## src/rtl/imem_loader.sv

```systemverilog
// ---------------------------------------------------------------------------
// imem_loader
//   Write-side companion of the processor instruction memory. A byte stream
//   arriving over a valid/ready handshake is packed four bytes at a time,
//   big-endian (MIPS order), into 32-bit words. Each word is written to
//   consecutive word addresses of the instruction memory. The CPU is held off
//   for the whole load.
//
// Optional feature macro: IMEM_LOADER_CHECKSUM_EN
//   When defined, a modulo-256 sum of all image bytes is kept. After the last
//   word, one trailing checksum byte is accepted in a CHECK state. o_err is
//   set when the image sum plus the checksum byte is non-zero mod 256.
//   When undefined, the CHECK state and the sum logic are absent and o_err
//   is tied to 0.
//
// Ports
//   i_clk        rising-edge clock
//   i_rst        synchronous active-high reset (aborts any load in progress)
//   i_start      one-cycle load request, sampled only while idle
//   i_base_addr  first word address, latched on i_start
//   i_num_words  number of words to load, latched on i_start
//   i_byte       stream data byte
//   i_byte_valid stream byte valid
//   o_byte_ready loader accepts a byte this cycle
//   o_wr_en      memory write strobe, one cycle per word
//   o_wr_addr    memory write word address
//   o_wr_data    memory write data
//   o_busy       high in every state except IDLE
//   o_cpu_hold   copy of o_busy, drives the processor reset/stall
//   o_done       one-cycle pulse at the end of a load
//   o_err        checksum mismatch flag, cleared by the next accepted start
// ---------------------------------------------------------------------------
module imem_loader #(
    parameter int DATA_WIDTH = 32,
    parameter int ADDR_WIDTH = 10,
    parameter int CNT_WIDTH  = 11
) (
    input  logic                  i_clk,
    input  logic                  i_rst,
    input  logic                  i_start,
    input  logic [ADDR_WIDTH-1:0] i_base_addr,
    input  logic [CNT_WIDTH-1:0]  i_num_words,
    input  logic [7:0]            i_byte,
    input  logic                  i_byte_valid,
    output logic                  o_byte_ready,
    output logic                  o_wr_en,
    output logic [ADDR_WIDTH-1:0] o_wr_addr,
    output logic [DATA_WIDTH-1:0] o_wr_data,
    output logic                  o_busy,
    output logic                  o_cpu_hold,
    output logic                  o_done,
    output logic                  o_err
);

`ifdef IMEM_LOADER_CHECKSUM_EN
    typedef enum logic [2:0] {
        S_IDLE  = 3'd0,
        S_RECV  = 3'd1,
        S_WRITE = 3'd2,
        S_DONE  = 3'd3,
        S_CHECK = 3'd4
    } state_t;
    // After the final word the trailing checksum byte must be consumed.
    localparam state_t S_AFTER_LAST = S_CHECK;
`else
    typedef enum logic [2:0] {
        S_IDLE  = 3'd0,
        S_RECV  = 3'd1,
        S_WRITE = 3'd2,
        S_DONE  = 3'd3
    } state_t;
    localparam state_t S_AFTER_LAST = S_DONE;
`endif

    state_t                  state_reg;
    state_t                  state_next;
    logic [ADDR_WIDTH-1:0]   addr_reg;
    logic [CNT_WIDTH-1:0]    count_reg;
    logic [1:0]              byte_idx_reg;
    logic [DATA_WIDTH-1:0]   word_reg;
    logic                    ready;
    logic                    byte_accept;

    assign byte_accept = i_byte_valid && ready;

    // State register
    always_ff @(posedge i_clk) begin
        if (i_rst) begin
            state_reg <= S_IDLE;
        end else begin
            state_reg <= state_next;
        end
    end

    // Next-state logic
    always_comb begin
        state_next = state_reg;
        case (state_reg)
            S_IDLE: begin
                if (i_start) begin
                    state_next = (i_num_words == '0) ? S_AFTER_LAST : S_RECV;
                end
            end
            S_RECV: begin
                if (byte_accept && (byte_idx_reg == 2'd3)) begin
                    state_next = S_WRITE;
                end
            end
            S_WRITE: begin
                // count_reg still holds the pre-decrement value here.
                state_next = (count_reg == CNT_WIDTH'(1)) ? S_AFTER_LAST : S_RECV;
            end
`ifdef IMEM_LOADER_CHECKSUM_EN
            S_CHECK: begin
                if (byte_accept) begin
                    state_next = S_DONE;
                end
            end
`endif
            S_DONE:  state_next = S_IDLE;
            default: state_next = S_IDLE;
        endcase
    end

    // Output logic
    always_comb begin
        ready   = 1'b0;
        o_wr_en = 1'b0;
        o_done  = 1'b0;
        case (state_reg)
            S_RECV:  ready   = 1'b1;
`ifdef IMEM_LOADER_CHECKSUM_EN
            S_CHECK: ready   = 1'b1;
`endif
            S_WRITE: o_wr_en = 1'b1;
            S_DONE:  o_done  = 1'b1;
            default: ready   = 1'b0;
        endcase
    end

    assign o_byte_ready = ready;
    assign o_busy       = (state_reg != S_IDLE);
    assign o_cpu_hold   = o_busy;
    assign o_wr_addr    = addr_reg;
    assign o_wr_data    = word_reg;

    // Datapath: address/count tracking and byte packing. Shifting left by a
    // byte per accept leaves the first byte in [31:24] after four accepts.
    always_ff @(posedge i_clk) begin
        if (i_rst) begin
            addr_reg     <= '0;
            count_reg    <= '0;
            byte_idx_reg <= '0;
            word_reg     <= '0;
        end else begin
            case (state_reg)
                S_IDLE: begin
                    if (i_start) begin
                        addr_reg     <= i_base_addr;
                        count_reg    <= i_num_words;
                        byte_idx_reg <= '0;
                        word_reg     <= '0;
                    end
                end
                S_RECV: begin
                    if (byte_accept) begin
                        word_reg     <= {word_reg[DATA_WIDTH-9:0], i_byte};
                        byte_idx_reg <= byte_idx_reg + 2'd1;
                    end
                end
                S_WRITE: begin
                    // Natural ADDR_WIDTH overflow gives the wrap 1023 -> 0.
                    addr_reg  <= addr_reg + ADDR_WIDTH'(1);
                    count_reg <= count_reg - CNT_WIDTH'(1);
                end
                default: ;
            endcase
        end
    end

`ifdef IMEM_LOADER_CHECKSUM_EN
    logic [7:0] sum_reg;
    logic [7:0] check_total;
    logic       err_reg;

    assign check_total = sum_reg + i_byte;

    always_ff @(posedge i_clk) begin
        if (i_rst) begin
            sum_reg <= '0;
            err_reg <= 1'b0;
        end else begin
            case (state_reg)
                S_IDLE: begin
                    if (i_start) begin
                        sum_reg <= '0;
                        err_reg <= 1'b0;
                    end
                end
                S_RECV: begin
                    if (byte_accept) begin
                        sum_reg <= check_total;
                    end
                end
                S_CHECK: begin
                    if (byte_accept) begin
                        err_reg <= (check_total != 8'd0);
                    end
                end
                default: ;
            endcase
        end
    end

    assign o_err = err_reg;
`else
    assign o_err = 1'b0;
`endif

endmodule
```

## config.mk

```make
export PLATFORM = sky130hd
export DESIGN_NAME = imem_loader
export DESIGN_NICKNAME = d
export VERILOG_FILES = /design/src/rtl/imem_loader.sv
export SDC_FILE = /design/constraint.sdc
export NUM_CORES = 1
export LEC_CHECK = 0
export ABC_AREA = 1
export BUFFER_PORTS_ARGS = -buffer_cell sky130_fd_sc_hd__buf_2
export CAP_MARGIN = 20
export CORE_ASPECT_RATIO = 0.5
export CORE_MARGIN = 1.5
export CORE_UTILIZATION = 38
export CTS_CLUSTER_DIAMETER = 100
export DETAILED_ROUTE_END_ITERATION = 12
export GPL_ROUTABILITY_DRIVEN = 0
export MAX_ROUTING_LAYER = met4
export SKIP_CTS_REPAIR_TIMING = 1
export SYNTH_ARGS = -nofsm -noshare
export SYNTH_HDL_FRONTEND = slang
export SYNTH_SLANG_ARGS = --single-unit
```

## constraint.sdc

```tcl
create_clock -name i_clk -period 1.6 [get_ports i_clk]
set_input_delay 0.32 -clock i_clk [delete_from_list [all_inputs] [get_ports i_clk]]
set_output_delay 0.32 -clock i_clk [all_outputs]
set_load 0.02 [all_outputs]
```

== After elaboration in Yosys (flattened, before gate mapping) ==
Cells that the tools add are included.

* Bits of input ports: 33
* Bits in registers: 58
* Logic and storage cells: 44

* Reduce and logical (&&, ||, !) cells: 10
* $add $sub $neg: 3
* Equality and inequality tests: 8
* Muxes and demuxes: 18

{| class="wikitable"
|+ Operator list
! cell !! count
|-
| 32-bit two-way mux || 2
|-
| 32-bit case mux with 2 select lines || 1
|-
| 11-bit case mux with 2 select lines || 1
|-
| 10-bit case mux with 2 select lines || 1
|-
| 11-bit by 1-bit == test with 1-bit output, second input constant || 1
|-
| 11-bit zero test || 1
|-
| 11-bit two-way mux || 1
|-
| 11-bit by 1-bit subtractor with 11-bit output, second input constant || 1
|-
| 10-bit by 1-bit adder with 10-bit output, second input constant || 1
|-
| 10-bit two-way mux || 1
|-
| 3-bit case mux with 3 select lines || 1
|-
| 2-bit two-way mux || 4
|-
| 3-bit by 2-bit == test with 1-bit output, second input constant || 2
|-
| 3-bit two-way mux || 2
|-
| 2-bit != test, second input constant || 3
|-
| 2-bit case mux with 2 select lines || 1
|-
| 2-bit AND reduction || 2
|-
| 2-bit nonzero test || 2
|-
| 3-bit by 1-bit == test with 1-bit output, second input constant || 1
|-
| 3-bit zero test || 1
|-
| 1-bit two-way mux || 3
|-
| 3-bit AND reduction || 1
|-
| 3-bit nonzero test || 1
|-
| 2-bit by 1-bit adder with 2-bit output, second input constant || 1
|-
| other kinds (2) || 3
|}

== Longest topological paths before layout ==
Gate-level depths: netlist (run 1).

* Depth after elaboration: 6
* Depth in mapped cells: 9
* Gate-level depth less buffers: 9

== Worst setup path before layout (run 1) ==
OpenSTA, ideal clock, no wires.

* Path kind: flip-flop to flip-flop
* Start: register addr_reg[0], in the netlist o_wr_addr[0]
* End: register addr_reg[8], in the netlist o_wr_addr[8]
* Slack: 0.253 ns
* Data required time: 1.468 ns
* Arrival: 1.215 ns
* Stages on the path, launching flop included: 9
* Cells stage by stage: dfxtp_1 > ha_1 > nand2_1 > nor2_1 > nand3_1 > nand2_1 > nand3_1 > nand2_1 > a21oi_1

* Longest elaborated chain between the ends: 2

{| class="wikitable"
|+ Ends and longest elaborated chain
! element !! line !! text
|-
| from (decl) || 77 || <nowiki>logic [ADDR_WIDTH-1:0] addr_reg;</nowiki>
|-
| from (signal assigned) || 159 || <nowiki>addr_reg <= i_base_addr;</nowiki>
|-
| from (signal assigned) || 173 || <nowiki>addr_reg <= addr_reg + ADDR_WIDTH'(1);</nowiki>
|-
| 10-bit by 1-bit adder with 10-bit output || 173 ||
|-
| 10-bit case mux with 2 select lines || 156 || <nowiki>case (state_reg)</nowiki>
|}

Every way passes these cells.
A chain may end at the register's enable or synchronous reset.

== Worst setup path after layout (run 1) ==
* Start: register state_reg[1]
* End: output port o_byte_ready

* Longest elaborated chain between the ends: 2

{| class="wikitable"
|+ Ends and longest elaborated chain
! element !! line !! text
|-
| from (decl) || 75 || <nowiki>state_t state_reg;</nowiki>
|-
| from (signal assigned) || 91 || <nowiki>state_reg <= state_next;</nowiki>
|-
| 3-bit by 1-bit == test with 1-bit output || 130 || <nowiki>case (state_reg)</nowiki>
|-
| 1-bit two-way mux || 130 ||
|-
| to (decl) || 45 || <nowiki>output logic o_byte_ready,</nowiki>
|}

Every way passes these cells.

==> impl_metrics.py, run 1 <==
metrics = {
    "route": {
        "drtPass1Iterations": 4,
        "drc": 0,
        "vias": 2841,
        "wirelength_um": 7250,
        "wl_per_cell_um": 12.4,
        "drtAntennaViolNets": 0,
        "drt-initial-drc-count": 125,
        "avgViaCountPerCell": 4.86,
    },
    "clock_tree": {
        "clk_pin_slew_ns": 0.05,
        "tritoncts": "built",
        "clkLatencyLatePin_ns": 0.33,
        "numCtsBuffers": 9,
        "htree_num_levels": 3,
        "cts_root_buf": "clkbuf_16",
        "clock_sinks": 57,
        "clockBufferDepth": 2,
    },
    "worst_setup_path": {
        "cp.arrival_ns": 1.22,
        "crit_type": "flip-flop to output pin",
        "end_kind": "output pin",
        "cp_num_buf_inv": 2,
        "worst_path_max_delay_cell": "dfxtp_2",
        "crit_chain": "buf_4, nor2_8, buf_2",
        "cp-start-kind": "flip-flop",
        "r2r_slack_ns": 0.16,
        "slowest_delay_ns": 0.33,
        "critical-path-top-delay-family": "buffers and inverters",
        "required_ns": 1.28,
        "crit_fanout": 12,
    },
    "synth": {
        "synth_warnings": 0,
        "synthesis.area_sq_um": 2920,
        "synthCells": 406,
        "yosys_register_bits": 57,
        "ys_types": 33,
        "seq_area_frac_synth_pct": 39.1,
        "syn_avg_cell_area_sq_um": 7.19,
        "synthesis.nets": 443,
    },
    "global_routing": {
        "antenna_found_initial": 0,
        "grt_overflow": 0,
        "grt_max_degree": 39,
        "grt_usage_pct": 19.5,
        "grt_pass1_wl_um": 12300,
        "first_global_vias": 2663,
    },
    "timing": {
        "period_needed_ns": 1.54,
        "setup_viol": 0,
        "fin_skew_ns": 0.00776,
        "fmax_mhz": 650,
        "finalMaxSlewViolations": 0,
        "hold_viol_final": 0,
        "tightestPinTransition_ns": 0.550,
        "period_share_pct": 96.2,
        "slew_headroom_pct": 63.0,
        "rsz0062_at_grt": "no",
    },
    "floorplan": {
        "ios": 81,
        "initial_core_util_pct": 39.6,
        "fp.dieW_um": 127,
        "placementRows": 22,
        "fp.coreArea_sq_um": 7380,
        "dieArea_sq_um": 8250,
        "dieHeight_um": 65.0,
    },
    "final_layout": {
        "final_cell_mix": "nand2_1 (95), buf_2 (79), dfxtp_1 (55)",
        "syn_to_final_growth_pct": 27.4,
        "final_common_cell": "nand2_1",
        "fin_area_sq_um": 3720,
        "fin_nets": 521,
        "largest_reg_flops": 32,
        "diodes": 0,
        "fillers": 774,
        "layout-drive-gt1-share_pct": 29.3,
        "fin_cells": 584,
    },
    "placement": {
        "placed_cells": 570,
        "io_buffers": 79,
        "place_area_sq_um": 3420,
        "place_hpwl_um": 5110,
    },
    "pwr": {
        "p_per_area_nw_per_um2": 1300,
        "peakVddDrop_v": 0.000664,
        "leakage_nw": 1.68,
    },
    "run_status": {
        "status": "finished, final reports clean",
    },
    "min_path": {
        "hold_path.class": "input pin to flip-flop",
    },
    "job": {
        "max_cap_violations": 0,
    },
}
## worst min-delay path, cell delays in order
cell,delay (ns)
buf_2,0.10
nand2_1,0.05
a21oi_1,0.05
## kinds of logic after synthesis
| group | Yosys count | share of synthesized area [%] |
|---|---|---|
| compound gates | 114 | 22.8 |
| xor+xnor | 2 | 0.600 |
| fa+ha+maj | 4 | 1.71 |
| buf+inv | 58 | 9.60 |
| flops | 57 | 39.1 |
| other cells | 1 | 0.128 |
| simple gates | 170 | 26.1 |
## metal layers
layer  share of wire, %  track usage [%]  vias to the layer above
met1                 50             24.5                     1273
met4                1.5             6.96                        0
met3                5.2             5.62                       11
met2                 43             30.2                       58
li1                   -                -                     1499
met5                  0                -                        -
## metrics by stage
stage / worst slack, ns / TNS [ns] / utilization [%] / power [W] / hold WS [ns]
5_1_grt: 0.00522 / 0 / 50.4 / 0.00511 / 0.250
3_5_place_dp: 0.177 / 0 / 46.4 / 0.00296 / 0.470
3_3_place_gp: 0.159 / 0 / 46.4 / 0.00295 / 0.472
2_1_floorplan: 0.253 / 0 / - / 0.00262 / 0.389
4_1_cts: -0.0787 / -0.115 / 50.4 / 0.00488 / 0.228
6_report: 0.0611 / 0 / 50.4 / 0.00482 / 0.241
## where the power goes
part           switching (W)  total [W]  internal, W
Combinational       0.000774    0.00120     0.000425
Clock               0.000653    0.00189      0.00123
Sequential          0.000134    0.00173      0.00160
Total                0.00156    0.00482      0.00326
## synthesized netlist by cell type, drive strengths merged
| master | instances | share of area, % |
|---|---|---|
| o22ai | 5 | 1.1 |
| o21ai | 53 | 9.1 |
| nand3b | 4 | 1.0 |
| nor4 | 1 | 0.21 |
| inv | 34 | 4.5 |
| nor2 | 35 | 6.0 |
| nor3 | 4 | 0.69 |
| conb | 1 | 0.13 |
| a211oi | 3 | 0.94 |
| dfxtp | 57 | 39 |
| nand3 | 23 | 3.9 |
| nand2 | 100 | 14 |
| nand4 | 1 | 0.21 |
| xor2 | 2 | 0.60 |
| ha | 4 | 1.7 |
| a31oi | 1 | 0.21 |
| a21oi | 52 | 11 |
| clkbuf | 6 | 0.77 |
| or2 | 2 | 0.43 |
| buf | 18 | 4.4 |
## layout make-up
type	instances	area (sq um)	area share, %
repair buffers	91	527	14.2
multi-input cells	291	1500	40.4
clock inverters	5	56.3	1.51
well taps	96	120	3.23
inverters	34	130	3.50
clock buffers	10	239	6.42
flip-flops and latches	57	1140	30.7
## final timing paths
kind / startpoint / cells after the start / end
max: state_reg[1]$_SDFFE_PP0P_ / 3 / o_byte_ready
min: i_byte[2] / 3 / o_wr_data[2]$_SDFFE_PP0P_
max reg2reg: state_reg[1]$_SDFFE_PP0P_ / 7 / o_wr_data[21]$_SDFFE_PP0P_
min reg2reg: o_wr_data[2]$_SDFFE_PP0P_ / 2 / o_wr_data[10]$_SDFFE_PP0P_
Note: power is estimated with default switching activity, not from simulation.
==> inputs of run 2 (changes only) <==
--- a/config.mk
+++ b/config.mk
@@ -8,13 +8,15 @@
 export ABC_AREA = 1
 export BUFFER_PORTS_ARGS = -buffer_cell sky130_fd_sc_hd__buf_2
 export CAP_MARGIN = 20
-export CORE_ASPECT_RATIO = 0.5
+export CORE_ASPECT_RATIO = 1.75
 export CORE_MARGIN = 1.5
 export CORE_UTILIZATION = 38
 export CTS_CLUSTER_DIAMETER = 100
+export CTS_CLUSTER_SIZE = 24
 export DETAILED_ROUTE_END_ITERATION = 12
 export GPL_ROUTABILITY_DRIVEN = 0
 export MAX_ROUTING_LAYER = met4
+export PLACE_DENSITY_LB_ADDON = 0.12
 export SKIP_CTS_REPAIR_TIMING = 1
 export SYNTH_ARGS = -nofsm -noshare
 export SYNTH_HDL_FRONTEND = slang
==> impl_metrics.py, run 2 (same netlist as run 1, synthesis figures left out) <==
metrics = {
    "timing": {
        "rsz0062_at_grt": "no",
        "setup_ws_ns": 0.0439,
        "period_needed_ns": 1.56,
        "fmax_mhz": 643,
        "period_share_pct": 97.3,
        "setup_viol": 0,
        "hold_viol_final": 0,
        "fin_skew_ns": 0.00426,
        "finalMaxSlewViolations": 0,
    },
    "placement": {
        "pre_cts_ws_ns": 0.145,
        "io_buffers": 79,
        "place_area_sq_um": 3410,
        "place_hpwl_um": 5450,
        "placed_cells": 559,
    },
    "worst_setup_path": {
        "slowest_delay_ns": 0.32,
        "critical-path-top-delay-family": "buffers and inverters",
        "required_ns": 1.28,
        "end_kind": "output pin",
        "cp.arrival_ns": 1.24,
        "worst_path_max_delay_cell": "dfxtp_2",
        "crit_type": "flip-flop to output pin",
        "cp_num_buf_inv": 3,
        "cp-start-kind": "flip-flop",
        "crit_chain": "buf_6, nor2_8, buf_12, buf_2",
        "crit_fanout": 11,
    },
    "global_routing": {
        "grt_pass1_wl_um": 12800,
        "grt_usage_pct": 19.9,
        "grt_max_degree": 44,
        "first_global_vias": 2791,
        "antenna_found_initial": 0,
        "grt_overflow": 0,
    },
    "pwr": {
        "switching_share_pct": 32.2,
        "p_clk_share_pct": 40.5,
        "peakVddDrop_v": 0.000682,
        "seqPwrFrac_pct": 34.2,
        "p_per_area_nw_per_um2": 1320,
        "comb_power_share_pct": 25.3,
        "p_switching_w": 0.00163,
        "intPower_w": 0.00344,
        "leakage_nw": 1.73,
    },
    "clock_tree": {
        "clockBufferDepth": 2,
        "clkLatencyLatePin_ns": 0.33,
        "htree_num_levels": 3,
        "clock_sinks": 57,
        "clk_pin_slew_ns": 0.05,
        "cts_root_buf": "clkbuf_16",
        "tritoncts": "built",
        "numCtsBuffers": 9,
    },
    "final_layout": {
        "diodes": 0,
        "syn_to_final_growth_pct": 31.8,
        "largest_reg_flops": 32,
        "fin_area_sq_um": 3850,
        "fin_nets": 527,
        "fin_cells": 583,
        "finish.utilization_pct": 51.2,
        "final_cell_mix": "nand2_1 (95), buf_2 (78), dfxtp_1 (55)",
        "layout-drive-gt1-share_pct": 30.3,
        "final_common_cell": "nand2_1",
    },
    "route": {
        "wirelength_um": 7840,
        "vias": 2930,
        "avgViaCountPerCell": 5.03,
        "drt-initial-drc-count": 135,
        "wl_per_cell_um": 13.5,
        "drtPass1Iterations": 4,
        "drtAntennaViolNets": 0,
        "drc": 0,
    },
    "floorplan": {
        "placementRows": 42,
        "fp.dieW_um": 69.3,
        "dieHeight_um": 119,
        "fp.coreArea_sq_um": 7510,
        "initial_core_util_pct": 38.9,
        "dieArea_sq_um": 8240,
        "ios": 81,
    },
    "job": {
        "max_cap_violations": 0,
    },
    "run_status": {
        "status": "finished, final reports clean",
    },
    "min_path": {
        "hold_path.class": "input pin to flip-flop",
    },
}
[run 2: cell count changes in the layout (fill, tap and decap cells not counted)]
cell,before,now
buf_12,3,6
clkinvlp_4,1,4
buf_4,8,10
buf_2,79,78
buf_6,1,2
bufinv_16,1,2
clkbuf_16,9,10
clkbuf_8,1,0
clkinv_2,2,1
clkinv_4,1,0
nand2_4,2,1
nand2_8,0,1
[run 2: layout make-up]
class / count / area [sq um]
fillers: 758 / 3660
clock buffers: 9 / 225
flip-flops and latches: 57 / 1140
inverters: 34 / 130
multi-input cells: 291 / 1510
well taps: 88 / 110
clock inverters: 7 / 95.1
repair buffers: 97 / 633
[run 2: worst register-to-register path, stage by stage (launching register included)]
cell and delay, ns:
dfxtp_2 0.34, inv_2 0.14, nand2_2 0.23, nand2_2 0.32, o21ai_1 0.11, a211oi_1 0.20
[run 2: path summary, 6_finish.rpt]
kind                                                start                         end  slack [ns]  depth (start not counted)
worst max register to register  state_reg[0]$_SDFFE_PP0P_   o_wr_addr[4]$_SDFFE_PP0P_        0.17                          5
worst min register to register  o_wr_data[4]$_SDFFE_PP0P_  o_wr_data[12]$_SDFFE_PP0P_        0.48                          2
worst min-delay path                            i_byte[6]   o_wr_data[6]$_SDFFE_PP0P_        0.24                          3
worst max-delay path            state_reg[1]$_SDFFE_PP0P_                o_byte_ready        0.04                          4
[run 2: power groups by stage]
stage	clock, W	combinational (W)	sequential [W]
detailed placement	0	0.00122	0.00176
global placement	0	0.00121	0.00176
floorplan	0	0.000726	0.00189
finish	0.00205	0.00128	0.00173
CTS	0.00208	0.00123	0.00173
global route	0.00214	0.00142	0.00176
[run 2: through the flow]
step / TNS, ns / power [W] / hold WS [ns]
global placement: 0 / 0.00297 / 0.467
detailed placement: 0 / 0.00298 / 0.472
global route: 0 / 0.00532 / 0.244
CTS: -0.202 / 0.00504 / 0.236
finish: 0 / 0.00507 / 0.236
floorplan: 0 / 0.00262 / 0.389
[run 2: per-layer routing]
layer / vias to the layer above / GRT usage [%] / wire [um]
met2: 79 / 34.4 / 4030
met3: 19 / 4.74 / 339
met4: 0 / 9.31 / 229
li1: 1512 / - / -
met5: - / - / 0
met1: 1320 / 21.1 / 3240
